## src/rtl/cpipe_pkg.sv

```systemverilog
// Shared constants, decoded-strobe struct and the control-word decode function
// for the pipelined control-word decoder.
package cpipe_pkg;

    localparam int CP_B0 = 0;
    localparam int CP_B1 = 1;
    localparam int CP_B2 = 2;
    localparam int CP_B3 = 3;
    localparam int CP_B4 = 4;
    localparam int CP_B5 = 5;
    localparam int CP_B6 = 6;
    localparam int CP_B7 = 7;

    localparam int CP_LOAD_STALL_DEF = 1;

    typedef struct packed {
        logic write_rf;
        logic last_pc_to_busd;
        logic nil_on_return;
        logic pload_write;
        logic opc2load;
    } cpipe_ctl_t;

    // Bit 6 is not part of any product term.
    function automatic cpipe_ctl_t cpipe_decode(input logic [7:0] b);
        cpipe_ctl_t c;
        c.nil_on_return   = b[CP_B7] & ~b[CP_B5] & ~b[CP_B4] & b[CP_B1] & b[CP_B3];
        c.pload_write     = b[CP_B7] & b[CP_B5] & b[CP_B4] & ~b[CP_B3];
        c.opc2load        = c.pload_write & ~b[CP_B2] & ~b[CP_B1] & ~b[CP_B0];
        c.last_pc_to_busd = ~b[CP_B5] & (~b[CP_B7] |
                            (b[CP_B0] & ~b[CP_B1] & b[CP_B2] & ~b[CP_B3] & ~b[CP_B4]));
        c.write_rf        = c.last_pc_to_busd | (b[CP_B7] & b[CP_B5] & ~b[CP_B4]);
        return c;
    endfunction

endpackage

```

## src/rtl/cpipe_stage_reg.sv

```systemverilog
// One pipeline slot: a valid bit plus its control word.
// Priority is clear > hold > load.
module cpipe_stage_reg
    import cpipe_pkg::*;
#(
    parameter int CW_WIDTH = 8
) (
    input  logic                clk,
    input  logic                rst_n,
    input  logic                hold_i,
    input  logic                clr_i,
    input  logic                vld_i,
    input  logic [CW_WIDTH-1:0] cw_i,
    output logic                vld_o,
    output logic [CW_WIDTH-1:0] cw_o
);

    logic                vld_q, vld_d;
    logic [CW_WIDTH-1:0] cw_q, cw_d;

    always_comb begin
        vld_d = vld_q;
        cw_d  = cw_q;
        if (clr_i) begin
            vld_d = 1'b0;
        end else if (!hold_i) begin
            vld_d = vld_i;
            cw_d  = cw_i;
        end
    end

    always_ff @(posedge clk or negedge rst_n) begin
        if (!rst_n) begin
            vld_q <= 1'b0;
            cw_q  <= '0;
        end else begin
            vld_q <= vld_d;
            cw_q  <= cw_d;
        end
    end

    assign vld_o = vld_q;
    assign cw_o  = cw_q;

endmodule

```

## src/rtl/cpipe_ctl_pipe.sv

```systemverilog
// Pipelined control-word decoder: DEPTH valid/word stages, ready/valid input,
// stall/flush, load-use bubble interlock, nil-on-return squash, bubble counter.
module cpipe_ctl_pipe
    import cpipe_pkg::*;
#(
    parameter int CW_WIDTH   = 8,
    parameter int DEPTH      = 3,
    parameter int LOAD_STALL = CP_LOAD_STALL_DEF,
    parameter int PERF_W     = 16
) (
    input  logic                clk,
    input  logic                rst_n,
    input  logic [CW_WIDTH-1:0] cw_in,
    input  logic                cw_valid,
    output logic                cw_ready,
    input  logic                stall_i,
    input  logic                flush_i,
    output logic [CW_WIDTH-1:0] cw_out,
    output logic                cw_out_valid,
    output logic                write_rf,
    output logic                last_pc_to_busd,
    output logic                nil_on_return,
    output logic                pload_write,
    output logic                opc2load,
    output logic                interlock,
    output logic [PERF_W-1:0]   perf_bubbles
);

    localparam int LU_W = (LOAD_STALL < 1) ? 1 : $clog2(LOAD_STALL + 1);

    logic                stg_vld [DEPTH];
    logic [CW_WIDTH-1:0] stg_cw  [DEPTH];

    logic [LU_W-1:0]   lu_cnt_q, lu_cnt_d;
    logic [PERF_W-1:0] perf_q, perf_d;

    cpipe_ctl_t dec_raw, dec, dec_next;
    logic       adv, squash, shift, load_enters;

    assign dec_raw  = cpipe_decode(stg_cw[DEPTH-1][7:0]);
    assign dec      = stg_vld[DEPTH-1] ? dec_raw : '0;
    assign dec_next = cpipe_decode(stg_cw[DEPTH-2][7:0]);

    assign adv       = ~stall_i & ~flush_i;
    assign interlock = (lu_cnt_q != '0);
    assign squash    = dec.nil_on_return & adv;
    assign shift     = adv & ~interlock & ~squash;
    assign cw_ready  = ~stall_i & ~interlock & ~squash;

    // A load is about to move into the decode stage on this edge.
    assign load_enters = shift & stg_vld[DEPTH-2] & dec_next.opc2load;

    for (genvar k = 0; k < DEPTH; k++) begin : g_stage
        logic                hold_k, clr_k, vld_in_k;
        logic [CW_WIDTH-1:0] cw_in_k;

        if (k == 0) begin : g_head
            assign vld_in_k = cw_valid & cw_ready;
            assign cw_in_k  = cw_in;
        end else begin : g_body
            assign vld_in_k = stg_vld[k-1];
            assign cw_in_k  = stg_cw[k-1];
        end

        // Younger stages freeze during an interlock; the decode stage takes a bubble.
        if (k == DEPTH - 1) begin : g_dec
            assign hold_k = stall_i;
            assign clr_k  = flush_i | (adv & (interlock | squash));
        end else begin : g_young
            assign hold_k = stall_i | interlock;
            assign clr_k  = flush_i | (squash & ~interlock);
        end

        cpipe_stage_reg #(
            .CW_WIDTH (CW_WIDTH)
        ) u_stage (
            .clk    (clk),
            .rst_n  (rst_n),
            .hold_i (hold_k),
            .clr_i  (clr_k),
            .vld_i  (vld_in_k),
            .cw_i   (cw_in_k),
            .vld_o  (stg_vld[k]),
            .cw_o   (stg_cw[k])
        );
    end

    always_comb begin
        lu_cnt_d = lu_cnt_q;
        perf_d   = perf_q;
        if (flush_i) begin
            lu_cnt_d = '0;
        end else if (adv) begin
            if (interlock) begin
                lu_cnt_d = lu_cnt_q - LU_W'(1);
                if (perf_q != '1) begin
                    perf_d = perf_q + PERF_W'(1);
                end
            end else if (load_enters) begin
                lu_cnt_d = LU_W'(LOAD_STALL);
            end
        end
    end

    always_ff @(posedge clk or negedge rst_n) begin
        if (!rst_n) begin
            lu_cnt_q <= '0;
            perf_q   <= '0;
        end else begin
            lu_cnt_q <= lu_cnt_d;
            perf_q   <= perf_d;
        end
    end

    assign cw_out          = stg_vld[DEPTH-1] ? stg_cw[DEPTH-1] : '0;
    assign cw_out_valid    = stg_vld[DEPTH-1];
    assign write_rf        = dec.write_rf;
    assign last_pc_to_busd = dec.last_pc_to_busd;
    assign nil_on_return   = dec.nil_on_return;
    assign pload_write     = dec.pload_write;
    assign opc2load        = dec.opc2load;
    assign perf_bubbles    = perf_q;

endmodule

```

## config.mk

```make
export PLATFORM = sky130hd
export DESIGN_NAME = cpipe_ctl_pipe
export DESIGN_NICKNAME = d
export VERILOG_FILES = /design/src/rtl/cpipe_pkg.sv /design/src/rtl/cpipe_stage_reg.sv /design/src/rtl/cpipe_ctl_pipe.sv
export SDC_FILE = /design/constraint.sdc
export NUM_CORES = 1
export LEC_CHECK = 0
export ABC_AREA = 1
export CAP_MARGIN = 30
export CORE_MARGIN = 1.5
export CORE_UTILIZATION = 52
export CTS_BUF_LIST = sky130_fd_sc_hd__clkbuf_16
export CTS_CLUSTER_DIAMETER = 150
export DETAILED_ROUTE_END_ITERATION = 10
export PLACE_DENSITY = 0.8
export SYNTH_ARGS = -nofsm -noshare
export SYNTH_HDL_FRONTEND = slang
export SYNTH_HIERARCHICAL = 1
export SYNTH_SLANG_ARGS = --single-unit
```

## constraint.sdc

```tcl
create_clock -name clk -period 2.1 [get_ports clk]
set_input_delay 0.42 -clock clk [delete_from_list [all_inputs] [get_ports clk]]
set_output_delay 0.42 -clock clk [all_outputs]
set_load 0.03 [all_outputs]
```

==> results.json, run 1 <==
{
  "status": "finished clean",
  "drtAntennaViolNets": 0,
  "power_density_nw_per_um2": 668,
  "setup_viol": 0,
  "worst-setup-path-type": "reg -> out",
  "initial_core_util": 0.543,
  "routed_wl_um": 4770,
  "wl_per_cell_um": 11.2,
  "p_sw_mw": 0.473,
  "switching_share": 0.233,
  "synth.distinct_cells": 23,
  "die_w_um": 70.6,
  "ys_seq_area_frac": 0.463,
  "synthesis.area_um2": 2380,
  "final_area_um2": 3050,
  "cts_buffer_depth": 2,
  "postPlaceCellArea_um2": 2870,
  "p_leak_nw": 1.57,
  "antenna_cells": 0,
  "worstSkewPairLatency_ns": 0.28,
  "antenna_found_initial": 0,
  "grt_use_total": 0.214,
  "timing.rr.end": "g_stage[2].u_stage/cw_o[1]",
  "htreeDepth": 2,
  "yosysTopAreaCell": "dfrtp_1",
  "synth_edf_count": 0,
  "portBuffers": 44,
  "die-area_um2": 4990,
  "routed_via_density": 4.96,
  "yosysMostFrequentCell": "nand2_1",
  "synth_top_area_share": 0.463,
  "firstDrtPassIters": 4,
  "cts_hold_buf": 0,
  "finalPower_mw": 2.03,
  "drcViolationCount": 0,
  "start_kind": "flop",
  "p_int_mw": 1.56,
  "path_cells": "buf_4, nand2_1, inv_1, clkdlybuf4s50_1",
  "grt_overflow_total": 0,
  "ios": 45,
  "reg2regPathDepth": 9,
  "rsz0062_at_grt": "false",
  "ir_drop_mv": 0.344,
  "area_growth_syn_to_layout_pct": 28.1,
  "relSlewSlack": 0.558,
  "syn_avg_cell_area_um2": 7.39,
  "synth.area.top_cells": "dfrtp_1 (46%), nand2_1 (22%), inv_1 (5.4%)",
  "syn-num-nets": 336,
  "comb_power_share": 0.096,
  "dr_total_vias": 2109,
  "grt_pass1_vias": 1956,
  "finalHoldViolCount": 0,
  "path_depth": 4,
  "worstMarginPinSlew_ns": 0.663,
  "clk_pin_slew_worst_paths_ns": 0.06,
  "cts_buffers": 5,
  "clock-sinks": 44,
  "startpoint": "g_stage[2].u_stage/vld_o",
  "die_y_um": 70.6,
  "critPathSlowestCell": "clkdlybuf4s50_1",
  "nets": 386,
  "crit_path_end_kind": "primary output",
  "p_seq_frac": 0.480,
  "ys_top_cells_by_count": "nand2_1 (140), dfrtp_1 (44), inv_1 (34)",
  "grt_max_degree": 31,
  "cap_violations": 0,
  "synth-async-reset-ratio": 1.00,
  "path_buf_inv": 3,
  "row_count": 24,
  "clock.fmax_mhz": 498,
  "coreArea_um2": 4380,
  "arrival_ns": 1.59,
  "hpwl_um": 3380,
  "critPathTopFamily": "buffers and inverters",
  "clock_skew_ns": 0.00595,
  "cp.required_ns": 1.68,
  "place.gp.congestion": 0.871,
  "slowest_delay_ns": 0.65,
  "cts_tree": "yes",
  "r2r_slack_ns": 0.44,
  "hold_class": "in -> async",
  "synth-warning-count": 6,
  "synth_cells": 322,
  "r2r-start": "g_stage[2].u_stage/cw_o[7]",
  "crit_fanout": 9,
  "final_max_slew_viol_count": 0,
  "synth-seq-cells": 44,
  "finalCritPeriodShare": 0.955,
  "grt_pass1_wl_um": 8580,
  "fin_hold_ws_ns": 0.167,
  "tns_ns": 0,
  "clk_root_buffer_cell": "clkbuf_16",
  "synthFlopType": "dfrtp_1",
  "clkPwrFrac": 0.424,
  "drtIter0Drc": 133,
  "drive_gt1_frac": 0.0804,
  "finalCriticalPeriod_ns": 2.01
}
area by class of cell:
| type | instances | area (um^2) |
|---|---|---|
| multi-input cells | 234 | 1080 |
| clock inverters | 3 | 42.5 |
| fillers | 370 | 1340 |
| flip-flops and latches | 44 | 1100 |
| well taps | 52 | 65.1 |
| repair buffers | 52 | 502 |
| inverters | 35 | 131 |
| clock buffers | 5 | 125 |
per-layer routing:
layer,track usage,wire (um),vias to the layer above
met3,0.0470,244,7
met1,0.291,2320,945
met5,0,0,-
met4,0.0755,75,0
li1,-,-,1107
met2,0.343,2130,50
sequential cells by signal, summed over array words and instances (netlist names):
name	cells
perf_bubbles	16
g_stage.u_stage/cw_o	24
g_stage.u_stage/vld_o	3
interlock	1
layout by cell type (no fill, tap or decap), drive strengths merged, types with 5 or more instances in the layout:
cell type        n
clkdlybuf4s50   36
buf             10
clkbuf           5
dlygate4sd2      5
nand2          141
nor2            25
inv             35
nand3           14
o21ai           30
nand4            7
dfrtp           44
xnor2            6
nand3b           6
logic make-up after synthesis:
logic type	share of synthesized area
AND/OR/NAND/NOR	0.350
buffers and inverters	0.0905
flip-flops	0.463
AO/OA/AOI/OAI	0.0652
XOR/XNOR	0.0258
adder cells (fa/ha/maj)	0.00526
how the worst max path moves through the flow:
stage / endpoint / slack, ns
floorplan: opc2load / 0.11
global placement: write_rf / 0.18
detailed placement: write_rf / 0.15
CTS: cw_out[2] / 0.09
global route: cw_out[2] / 0.005
finish: cw_out[2] / 0.09
power groups by stage:
stage	sequential [mW]	combinational, mW	clock [mW]
floorplan	0.981	0.123	0
global placement	0.992	0.182	0
detailed placement	0.995	0.188	0
CTS	0.980	0.190	0.886
global route	0.990	0.226	0.929
finish	0.977	0.195	0.863
repair_timing:
action                                  CTS  global route
setup buffers                             0             1
pin swaps                                 0             0
endpoints found under the setup margin    5             2
resized for setup                         5             2
metrics by stage:
stage                      util  std cells  worst slack [ns]
final                     0.695        425            0.0940
after global routing      0.695        425           0.00481
after CTS                 0.692        424            0.0927
after detailed placement  0.655        416             0.153
after global placement    0.655        416             0.176
after floorplan               -        322             0.114
Power figures use the tool's default switching activity.
==> run 2, diff against run 1 <==
--- a/config.mk
+++ b/config.mk
@@ -13,7 +13,9 @@
 export CTS_CLUSTER_DIAMETER = 150
 export DETAILED_ROUTE_END_ITERATION = 10
 export PLACE_DENSITY = 0.8
+export SKIP_CTS_REPAIR_TIMING = 1
 export SYNTH_ARGS = -nofsm -noshare
 export SYNTH_HDL_FRONTEND = slang
 export SYNTH_HIERARCHICAL = 1
 export SYNTH_SLANG_ARGS = --single-unit
+export TNS_END_PERCENT = 50
==> results.json, run 2 (synthesis gave the netlist of run 1 again) <==
{
  "status": "finished clean",
  "p_leak_nw": 1.63,
  "grt_pass1_wl_um": 8580,
  "drcViolationCount": 0,
  "grt_use_total": 0.214,
  "p_sw_mw": 0.472,
  "drive_gt1_frac": 0.0780,
  "htreeDepth": 2,
  "multiInputGateArea_um2": 1080,
  "power_density_nw_per_um2": 664,
  "cap_violations": 0,
  "final_max_slew_viol_count": 0,
  "worst-setup-path-type": "reg -> out",
  "clk_pin_slew_worst_paths_ns": 0.06,
  "dp_slack_ns": 0.153,
  "finalHoldViolCount": 0,
  "p_seq_frac": 0.483,
  "relSlewSlack": 0.558,
  "hold_class": "in -> async",
  "clock_skew_ns": 0.00595,
  "die_y_um": 70.6,
  "drtAntennaViolNets": 0,
  "nets": 385,
  "final_area_um2": 3060,
  "die_w_um": 70.6,
  "grt_overflow_total": 0,
  "finalCritPeriodShare": 0.954,
  "portBuffers": 44,
  "layout_commonest_cell": "nand2_1",
  "cts_buffers": 5,
  "clock.fmax_mhz": 499,
  "comb_power_share": 0.092,
  "switching_share": 0.233,
  "dr_total_vias": 2087,
  "clock-sinks": 44,
  "ios": 45,
  "start_kind": "flop",
  "crit_path_end_kind": "primary output",
  "row_count": 24,
  "p_int_mw": 1.56,
  "cts_buffer_depth": 2,
  "grt_max_degree": 31,
  "finalPower_mw": 2.03,
  "setup_viol": 0,
  "worstSkewPairLatency_ns": 0.28,
  "tns_ns": 0,
  "antenna_cells": 0,
  "clk_root_buffer_cell": "clkbuf_16",
  "worstMarginPinSlew_ns": 0.663,
  "final_cell_mix": "nand2_1 (139), dfrtp_1 (44), clkdlybuf4s50_1 (36)",
  "clkPwrFrac": 0.425,
  "hpwl_um": 3380,
  "routed_wl_um": 4760,
  "register_area_um2": 1100,
  "fill_cells": 366,
  "wl_per_cell_um": 11.2,
  "grt_pass1_vias": 1956,
  "crit_fanout": 9,
  "finalCriticalPeriod_ns": 2.00,
  "routed_via_density": 4.92,
  "largest_reg_flops": 24,
  "drtIter0Drc": 140,
  "setup_ws_ns": 0.0961,
  "firstDrtPassIters": 4,
  "area_growth_syn_to_layout_pct": 28.6,
  "ir_drop_mv": 0.344,
  "arrival_ns": 1.58,
  "postPlaceCellArea_um2": 2870,
  "coreArea_um2": 4380,
  "die-area_um2": 4990,
  "cts_tree": "yes",
  "initial_core_util": 0.543,
  "place.gp.congestion": 0.871,
  "antenna_found_initial": 0,
  "cp.required_ns": 1.68,
  "rsz0062_at_grt": "false"
}
## run 2: cell count changes in the layout (fill, tap and decap cells not counted)
cell            delta
dlymetal6s2s_1     +5
dlygate4sd2_1      -5
buf_4              -1
## run 2: final timing paths
kind	to	cells past startpoint	slack, ns	from
worst max-delay path	cw_out[2]	4	0.1	g_stage[2].u_stage/vld_o
worst min-delay path	g_stage[0].u_stage/cw_o[6]	1	0.17	rst_n
worst max register to register	g_stage[2].u_stage/cw_o[1]	9	0.42	g_stage[2].u_stage/cw_o[1]
worst min register to register	g_stage[1].u_stage/cw_o[7]	2	0.47	g_stage[0].u_stage/cw_o[7]
max in group asynchronous	perf_bubbles[7]	2	1.36	rst_n
min in group clk	g_stage[1].u_stage/cw_o[7]	2	0.47	g_stage[0].u_stage/cw_o[7]
## run 2: area by class of cell
cell class                 count  share of cell area
multi-input combinational    234               0.353
sequential                    44               0.360
clock buffer                   5              0.0409
inverter                      35              0.0430
timing repair buffer          51               0.168
tap                           52              0.0213
clock inverter                 3              0.0139
## run 2: worst max-delay path: stages (launching register included)
cell and delay [ns]:
dfrtp_1 0.37, buf_4 0.17, nand2_1 0.06, inv_1 0.05, clkdlybuf4s50_1 0.65
## run 2: power by group through the flow
stage | registers [mW] | clock network (mW) | logic (mW)
6_report | 0.980 | 0.863 | 0.187
5_1_grt | 0.992 | 0.929 | 0.218
4_1_cts | 0.980 | 0.886 | 0.190
3_5_place_dp | 0.995 | 0 | 0.188
3_3_place_gp | 0.992 | 0 | 0.182
2_1_floorplan | 0.981 | 0 | 0.123
## run 2: routing by layer
metal / share of wire / up-vias / track usage
li1: - / 1108 / -
met1: 0.49 / 925 / 0.291
met2: 0.45 / 47 / 0.343
met3: 0.050 / 7 / 0.0470
met4: 0.016 / 0 / 0.0755
met5: 0 / - / 0
## run 2: per-stage QoR
stage | util | instances | hold slack [ns]
4_1_cts | 0.693 | 424 | 0.189
3_3_place_gp | 0.655 | 416 | 0.453
2_1_floorplan | - | 322 | 0.124
5_1_grt | 0.697 | 424 | 0.212
6_report | 0.697 | 424 | 0.167
3_5_place_dp | 0.655 | 416 | 0.460
==> run 3, diff against run 2 <==
--- a/config.mk
+++ b/config.mk
@@ -14,6 +14,7 @@
 export DETAILED_ROUTE_END_ITERATION = 10
 export PLACE_DENSITY = 0.8
 export SKIP_CTS_REPAIR_TIMING = 1
+export SLEW_MARGIN = 20
 export SYNTH_ARGS = -nofsm -noshare
 export SYNTH_HDL_FRONTEND = slang
 export SYNTH_HIERARCHICAL = 1
==> results of run 3 <==
The final DEF is identical to that of run 2; final timing and power are the same.
